`config.mk`:
```
export PLATFORM = sky130hd
export DESIGN_NAME = bus_master_if_flat
export DESIGN_NICKNAME = d
export VERILOG_FILES = /design/src/rtl/bus_master_if_if.sv /design/src/rtl/bus_master_if.sv /design/src/flat_wrapper.sv
export SDC_FILE = /design/constraint.sdc
export NUM_CORES = 1
export LEC_CHECK = 0
export BUFFER_PORTS_ARGS = -buffer_cell sky130_fd_sc_hd__clkbuf_2
export CAP_MARGIN = 10
export CELL_PAD_IN_SITES_DETAIL_PLACEMENT = 1
export CELL_PAD_IN_SITES_GLOBAL_PLACEMENT = 2
export CORE_UTILIZATION = 27
export CTS_CLUSTER_SIZE = 16
export DETAILED_ROUTE_END_ITERATION = 12
export HOLD_SLACK_MARGIN = 0.06
export PLACE_DENSITY = 0.9
export SLEW_MARGIN = 25
export SYNTH_ARGS = -nofsm -noshare
export SYNTH_HDL_FRONTEND = slang
export SYNTH_SLANG_ARGS = --single-unit
```
`constraint.sdc`:
```
create_clock -name clk -period 1.7 [get_ports clk]
set_input_delay 0.34 -clock clk [delete_from_list [all_inputs] [get_ports clk]]
set_output_delay 0.34 -clock clk [all_outputs]
set_load 0.005 [all_outputs]
```
`src/rtl/bus_master_if_if.sv`:
```
// Shared-bus signal bundle between one bus master sequencer and the
// arbiter / slave multiplexer side. Request, strobe and ready are active low.
interface bus_master_if_if #(
    parameter int ADDR_W = 30,
    parameter int DATA_W = 32
);
    logic              bus_req_;
    logic              bus_grnt_;
    logic              bus_as_;
    logic              bus_rw;
    logic [ADDR_W-1:0] bus_addr;
    logic [DATA_W-1:0] bus_wr_data;
    logic [DATA_W-1:0] bus_rd_data;
    logic              bus_rdy_;

    modport master (
        output bus_req_, bus_as_, bus_rw, bus_addr, bus_wr_data,
        input  bus_grnt_, bus_rd_data, bus_rdy_
    );

    modport slave (
        input  bus_req_, bus_as_, bus_rw, bus_addr, bus_wr_data,
        output bus_grnt_, bus_rd_data, bus_rdy_
    );
endinterface

```
`src/rtl/bus_master_if.sv`:
```
// Turns one requester access into a full shared-bus transaction:
// request/grant, single address strobe, ready wait with timeout, release.
module bus_master_if #(
    parameter int ADDR_W  = 30,
    parameter int DATA_W  = 32,
    parameter int TIMEOUT = 255
) (
    input  logic              clk,
    input  logic              reset,
    input  logic              access_req,
    input  logic              access_rw,
    input  logic [ADDR_W-1:0] access_addr,
    input  logic [DATA_W-1:0] access_wr_data,
    output logic              busy,
    output logic              done,
    output logic              err,
    output logic [DATA_W-1:0] rd_data,
    bus_master_if_if.master   bus
);
    // Counter only needs to reach TIMEOUT-1 (first WAIT cycle counts as 0).
    localparam int               CNT_W    = (TIMEOUT > 1) ? $clog2(TIMEOUT) : 1;
    localparam logic [CNT_W-1:0] CNT_LAST = CNT_W'(TIMEOUT - 1);

    typedef enum logic [2:0] {IDLE, REQ, ACCESS, WAIT, DONE} state_t;

    typedef struct packed {
        logic              rw;
        logic [ADDR_W-1:0] addr;
        logic [DATA_W-1:0] wr_data;
    } access_t;

    state_t           state, state_d;
    access_t          acc;
    logic [CNT_W-1:0] wait_cnt;
    logic             err_flag;
    logic             wait_hit;
    logic             wait_expired;

    // Ready wins over timeout when both land in the same WAIT cycle.
    assign wait_hit     = (state == WAIT) && !bus.bus_rdy_;
    assign wait_expired = (state == WAIT) && bus.bus_rdy_ && (wait_cnt == CNT_LAST);

    always_ff @(posedge clk) begin
        if (reset) begin
            state    <= IDLE;
            acc      <= '0;
            wait_cnt <= '0;
            err_flag <= 1'b0;
            rd_data  <= '0;
        end else begin
            state <= state_d;
            if (state == IDLE && access_req)
                acc <= '{rw: access_rw, addr: access_addr, wr_data: access_wr_data};
            if (state == ACCESS)
                wait_cnt <= '0;
            else if (state == WAIT)
                wait_cnt <= wait_cnt + CNT_W'(1);
            if (wait_hit) begin
                if (acc.rw)
                    rd_data <= bus.bus_rd_data;
                err_flag <= 1'b0;
            end else if (wait_expired) begin
                rd_data  <= '0;
                err_flag <= 1'b1;
            end
        end
    end

    // Bus fields are zero outside ACCESS/WAIT so an idle master adds nothing to the mux.
    always_comb begin
        state_d         = state;
        busy            = 1'b0;
        done            = 1'b0;
        err             = 1'b0;
        bus.bus_req_    = 1'b1;
        bus.bus_as_     = 1'b1;
        bus.bus_rw      = 1'b1;
        bus.bus_addr    = '0;
        bus.bus_wr_data = '0;
        unique case (state)
            IDLE: begin
                busy = access_req;
                if (access_req)
                    state_d = REQ;
            end
            REQ: begin
                busy         = 1'b1;
                bus.bus_req_ = 1'b0;
                if (!bus.bus_grnt_)
                    state_d = ACCESS;
            end
            ACCESS: begin
                busy            = 1'b1;
                bus.bus_req_    = 1'b0;
                bus.bus_as_     = 1'b0;
                bus.bus_rw      = acc.rw;
                bus.bus_addr    = acc.addr;
                bus.bus_wr_data = acc.wr_data;
                state_d         = WAIT;
            end
            WAIT: begin
                busy            = 1'b1;
                bus.bus_req_    = 1'b0;
                bus.bus_rw      = acc.rw;
                bus.bus_addr    = acc.addr;
                bus.bus_wr_data = acc.wr_data;
                if (wait_hit || wait_expired)
                    state_d = DONE;
            end
            DONE: begin
                done    = 1'b1;
                err     = err_flag;
                state_d = IDLE;
            end
            default: state_d = IDLE;
        endcase
    end
endmodule

```
`src/flat_wrapper.sv`:
```
// flat-port wrapper written by rule: the top's interface ports become plain ports
module bus_master_if_flat 
#(
    parameter int ADDR_W  = 30,
    parameter int DATA_W  = 32,
    parameter int TIMEOUT = 255
)
  (clk, reset, access_req, access_rw, access_addr, access_wr_data, busy, done, err, rd_data, bus_bus_req_, bus_bus_as_, bus_bus_rw, bus_bus_addr, bus_bus_wr_data, bus_bus_grnt_, bus_bus_rd_data, bus_bus_rdy_);
  bus_master_if_if #(.ADDR_W(ADDR_W), .DATA_W(DATA_W)) bus_i ();
  input  logic clk;
  input  logic reset;
  input  logic access_req;
  input  logic access_rw;
  input  logic [ADDR_W-1:0] access_addr;
  input  logic [DATA_W-1:0] access_wr_data;
  output logic busy;
  output logic done;
  output logic err;
  output logic [DATA_W-1:0] rd_data;
  output wire logic [$bits(bus_i.bus_req_)-1:0] bus_bus_req_;
  output wire logic [$bits(bus_i.bus_as_)-1:0] bus_bus_as_;
  output wire logic [$bits(bus_i.bus_rw)-1:0] bus_bus_rw;
  output wire logic [$bits(bus_i.bus_addr)-1:0] bus_bus_addr;
  output wire logic [$bits(bus_i.bus_wr_data)-1:0] bus_bus_wr_data;
  input wire logic [$bits(bus_i.bus_grnt_)-1:0] bus_bus_grnt_;
  input wire logic [$bits(bus_i.bus_rd_data)-1:0] bus_bus_rd_data;
  input wire logic [$bits(bus_i.bus_rdy_)-1:0] bus_bus_rdy_;
  assign bus_bus_req_ = bus_i.bus_req_;
  assign bus_bus_as_ = bus_i.bus_as_;
  assign bus_bus_rw = bus_i.bus_rw;
  assign bus_bus_addr = bus_i.bus_addr;
  assign bus_bus_wr_data = bus_i.bus_wr_data;
  assign bus_i.bus_grnt_ = bus_bus_grnt_;
  assign bus_i.bus_rd_data = bus_bus_rd_data;
  assign bus_i.bus_rdy_ = bus_bus_rdy_;
  bus_master_if #(.ADDR_W(ADDR_W), .DATA_W(DATA_W), .TIMEOUT(TIMEOUT)) u_core (.clk(clk), .reset(reset), .access_req(access_req), .access_rw(access_rw), .access_addr(access_addr), .access_wr_data(access_wr_data), .busy(busy), .done(done), .err(err), .rd_data(rd_data), .bus(bus_i));
endmodule
```
==> run summary <==
The top cell types in the final layout, fill and taps aside, are clkbuf_2, nand2_1, dfxtp_1. The clock arrives with 0.00704 ns of skew. The final number of max-transition violations is 0.

Across the VDD grid, the largest voltage drop is 435 uV. The number of iterations in the first detailed-routing pass was 4. Dividing the detail-routed wire length by the instance count gives 14.7 um.

TritonCTS built the clock tree. In this run, CTS created clock tree buffers numbering 9. From left edge to right edge, the die measures 141 um. In this run, synthesis inferred 0 flip-flops with an integrated enable. Initial antenna violation count: 0.

Of the total synthesized cell area, the portion taken by XOR and XNOR cells is 0.338%. The cell family with the largest share of critical-path delay was simple AND/OR/NAND/NOR gates. Count of input and output buffers: 199.

STA classifies the critical path startpoint as a flop. In this run the static leakage power is 3.28 nW. The library cell used most frequently in the layout, excluding fill and tap cells, is clkbuf_2.

The core region is 0.0188 mm^2. The run gives -0.101 ns as the setup slack of the critical path after layout. The Yosys step of the flow raised 0 warnings. Routability-driven placement finished with a final weighted congestion of 0.728. In the detailed route, the total length drawn on met3 is 1100 um. The count of state elements after synthesis was 107; the maximum clock frequency was 0.555 GHz. Once the floorplan was initialized, standard cells occupied 27.6% of the core. In this run the number of H-tree levels came out at 3. The height of the die works out to 141 um. The global-route wire length before repair was 25000 um; the initial DRC count was 97. The register-to-register path setup slack was 0.08 ns. After global routing the overflow that remains totals 0. The cell with the largest stage delay on the worst path is dfxtp_4.

Summing the areas of all compound-gate instances in the mapped netlist gives 11.4% of the synthesized area. The critical path goes through and2b_4, buf_12, and2_1, clkbuf_2. Counting along the longest clock path gives a buffer depth of 2. Setup repair after global routing could not meet its margin everywhere. The worst register-to-register path has a depth of 7. The startpoint identified for the worst register-to-register timing path is u_core.state[1]. The worst hold path startpoint was access_addr[15]. The slew at the pin closest to its max-slew limit was 0.361 ns; the pin count of the biggest net entering global routing was 54. Global routing used 15.9% of the available tracks.

For the worst setup path, the data required time is 1.36 ns. The floorplan has 50 rows. The tools report the kind of end point of the critical path as a primary output.

The run finished, with violations left. Clock-pin slew was measured on the worst setup and hold paths at 0.07 ns. The count of mapped cells out of synthesis is 633, and the remaining max-slew budget at the tightest pin is 75.9%. The fraction of the mapped netlist area in adder cells was 0.483%; the critical path buffer and inverter count was 2.

At the worst endpoint, the arrival time is 1.46 ns. The final critical-path required period is 1.80 ns, and the overall power of the completed layout is 5.78 mW. The area share of and/or/nand/nor cells after synthesis came out at 33.5%. The post-route fraction of the period consumed by the critical path works out to 106%. The final layout contains routed wiring with a total length of 15700 um. The power density over the cells is 825 mW/mm^2, and the number of max-capacitance violations reported is 0.

The critical path is of the reg -> out type. When the netlist entered floorplanning its net count stood at 735. After synthesis the cells add up to 0.00518 mm^2. The proportion of synthesized area in mux cells works out to 6.38%.

Averaged over all synthesized cells, the footprint is 8.19 um^2. The full die area was 0.0197 mm^2; the cell depth of the worst hold path was 3. The logs give 0 for the final-report hold violation count and 4993 for the via count of the routed design. The final number of setup-violating endpoints is 64. The path with the worst hold slack has its endpoint at u_core.acc[47].

In this run the critical register-to-register path is captured at u_core.acc[52]. Clock tree synthesis found a total of 107 sinks. Clock latency on the worst-skew pair, taken at its later pin, is 0.35 ns. The antenna diode instance count is 0. For this run, the register share of the synthesized area comes to 41.3%. The detail route stage leaves a number of antenna-violating nets equal to 0.

In the final layout, the share of cells above drive strength 1 is 32.6%. The worst hold path class was in -> reg. Among all flip-flop cells after synthesis, the most frequent one is dfxtp_1. In the final design database the tool counted 934 nets. The detailed-placement wirelength estimate was 10800 um; the via-per-instance ratio was 4.66. The delay of the slowest critical-path stage was 0.35 ns; the largest fanout on the critical path was 22.

After synthesis, the share of flip-flops with an asynchronous set or reset is 0%. Final hold analysis gives a worst-case slack of 0.208 ns. The DRC violations left is 0, and the final core utilization is 37.3%. The tools report the routed metal-1 wirelength as 7230 um.

Yosys mapped the design onto 42 distinct sky130hd cell types. By area, the combinational part of the netlist is dominated by simple AND/OR/NAND/NOR gates. In this run the clock root is driven by a clkbuf_16. The detailed router used layers up to and including met4. Compared with the post-synthesis result, the final layout area differs by 35.3%. The number of global-route vias before repair was 4998. Hold repair after CTS inserted 0 buffers. The total length of routed met2 wires was 7200 um. The final reports fail on negative setup slack. The top-level I/O count is 200.
[flip-flops by register name, indices dropped and copies added (netlist names)]
register / count
u_core.acc: 63
u_core.rd_data: 32
u_core.wait_cnt: 8
u_core.state: 3
u_core.err_flag: 1
[worst reg2reg max path, stage by stage (launching register included)]
cell and delay (ns):
dfxtp_4 0.35, buf_4 0.15, buf_4 0.14, nor4b_4 0.28
buf_4 0.16, buf_6 0.23, nand2_1 0.11, a21oi_1 0.13
[through the flow]
step                worst slack [ns]  std cells  cell area (um^2)  TNS, ns
floorplan                      0.163        633              5180        0
global placement               0.100       1039              6470        0
detailed placement            0.0593       1039              6470        0
CTS                           -0.143       1060              6870    -6.30
global route                  -0.180       1071              7010    -8.86
finish                        -0.101       1071              7010    -4.21
[area by class of cell]
cell class,instances,area [um^2]
clock buffers,10,229
inverters,4,17.5
clock inverters,6,66.3
well taps,234,293
flip-flops and latches,107,2150
multi-input cells,469,2750
repair buffers,241,1500
fillers,2298,11800
[Yosys cell counts (all sizes together), types with 26 or more instances]
library cell	n	area [um^2]
a21oi	69	349
and2	63	394
buf	27	224
clkbuf	26	101
dfxtp	107	2140
mux2i	33	330
nand2	164	616
nor2b	32	200
nor4bb	32	320
o21ai	36	180
[power by group]
group	internal (mW)	switching, mW	leakage [nW]	total (mW)
Combinational	0.443	0.496	2.26	0.939
Sequential	2.65	0.0655	0.873	2.72
Clock	1.15	0.977	0.146	2.13
Total	4.24	1.54	3.28	5.78
[worst max path at each step]
stage	start	endpoint	cells past startpoint	slack [ns]
after global routing	u_core.state[2]	bus_bus_wr_data[31]	4	-0.18
after detailed placement	access_req	u_core.acc[38]	5	0.06
after CTS	u_core.state[2]	bus_bus_wr_data[23]	4	-0.14
after global placement	access_req	u_core.acc[29]	5	0.10
final	u_core.state[2]	bus_bus_wr_data[23]	4	-0.10
after floorplan	u_core.state[1]	bus_bus_addr[20]	5	0.16
[layer usage]
metal,vias to the layer above,track usage [%]
met1,2309,19.0
met5,-,0
met3,12,4.75
met4,0,5.09
li1,2517,-
met2,155,27.1
[cell families (layout without fill, tap and decap cells)]
kind of cell / after synthesis / count (layout)
AOI/OAI and AO/OA: 112 / 112
xor gates and xnor gates: 2 / 2
adders and majority gates: 2 / 2
buffers and inverters: 57 / 261
DFF: 107 / 107
muxes: 33 / 33
and+or+nand+nor: 320 / 320
[repair_timing]
item,in CTS,in global routing
setup buffers,4,10
resized for setup,14,19
setup endpoints to repair,68,74
pin swaps,1,3
gates cloned,1,1
Note: power is estimated with default switching activity, not from simulation.
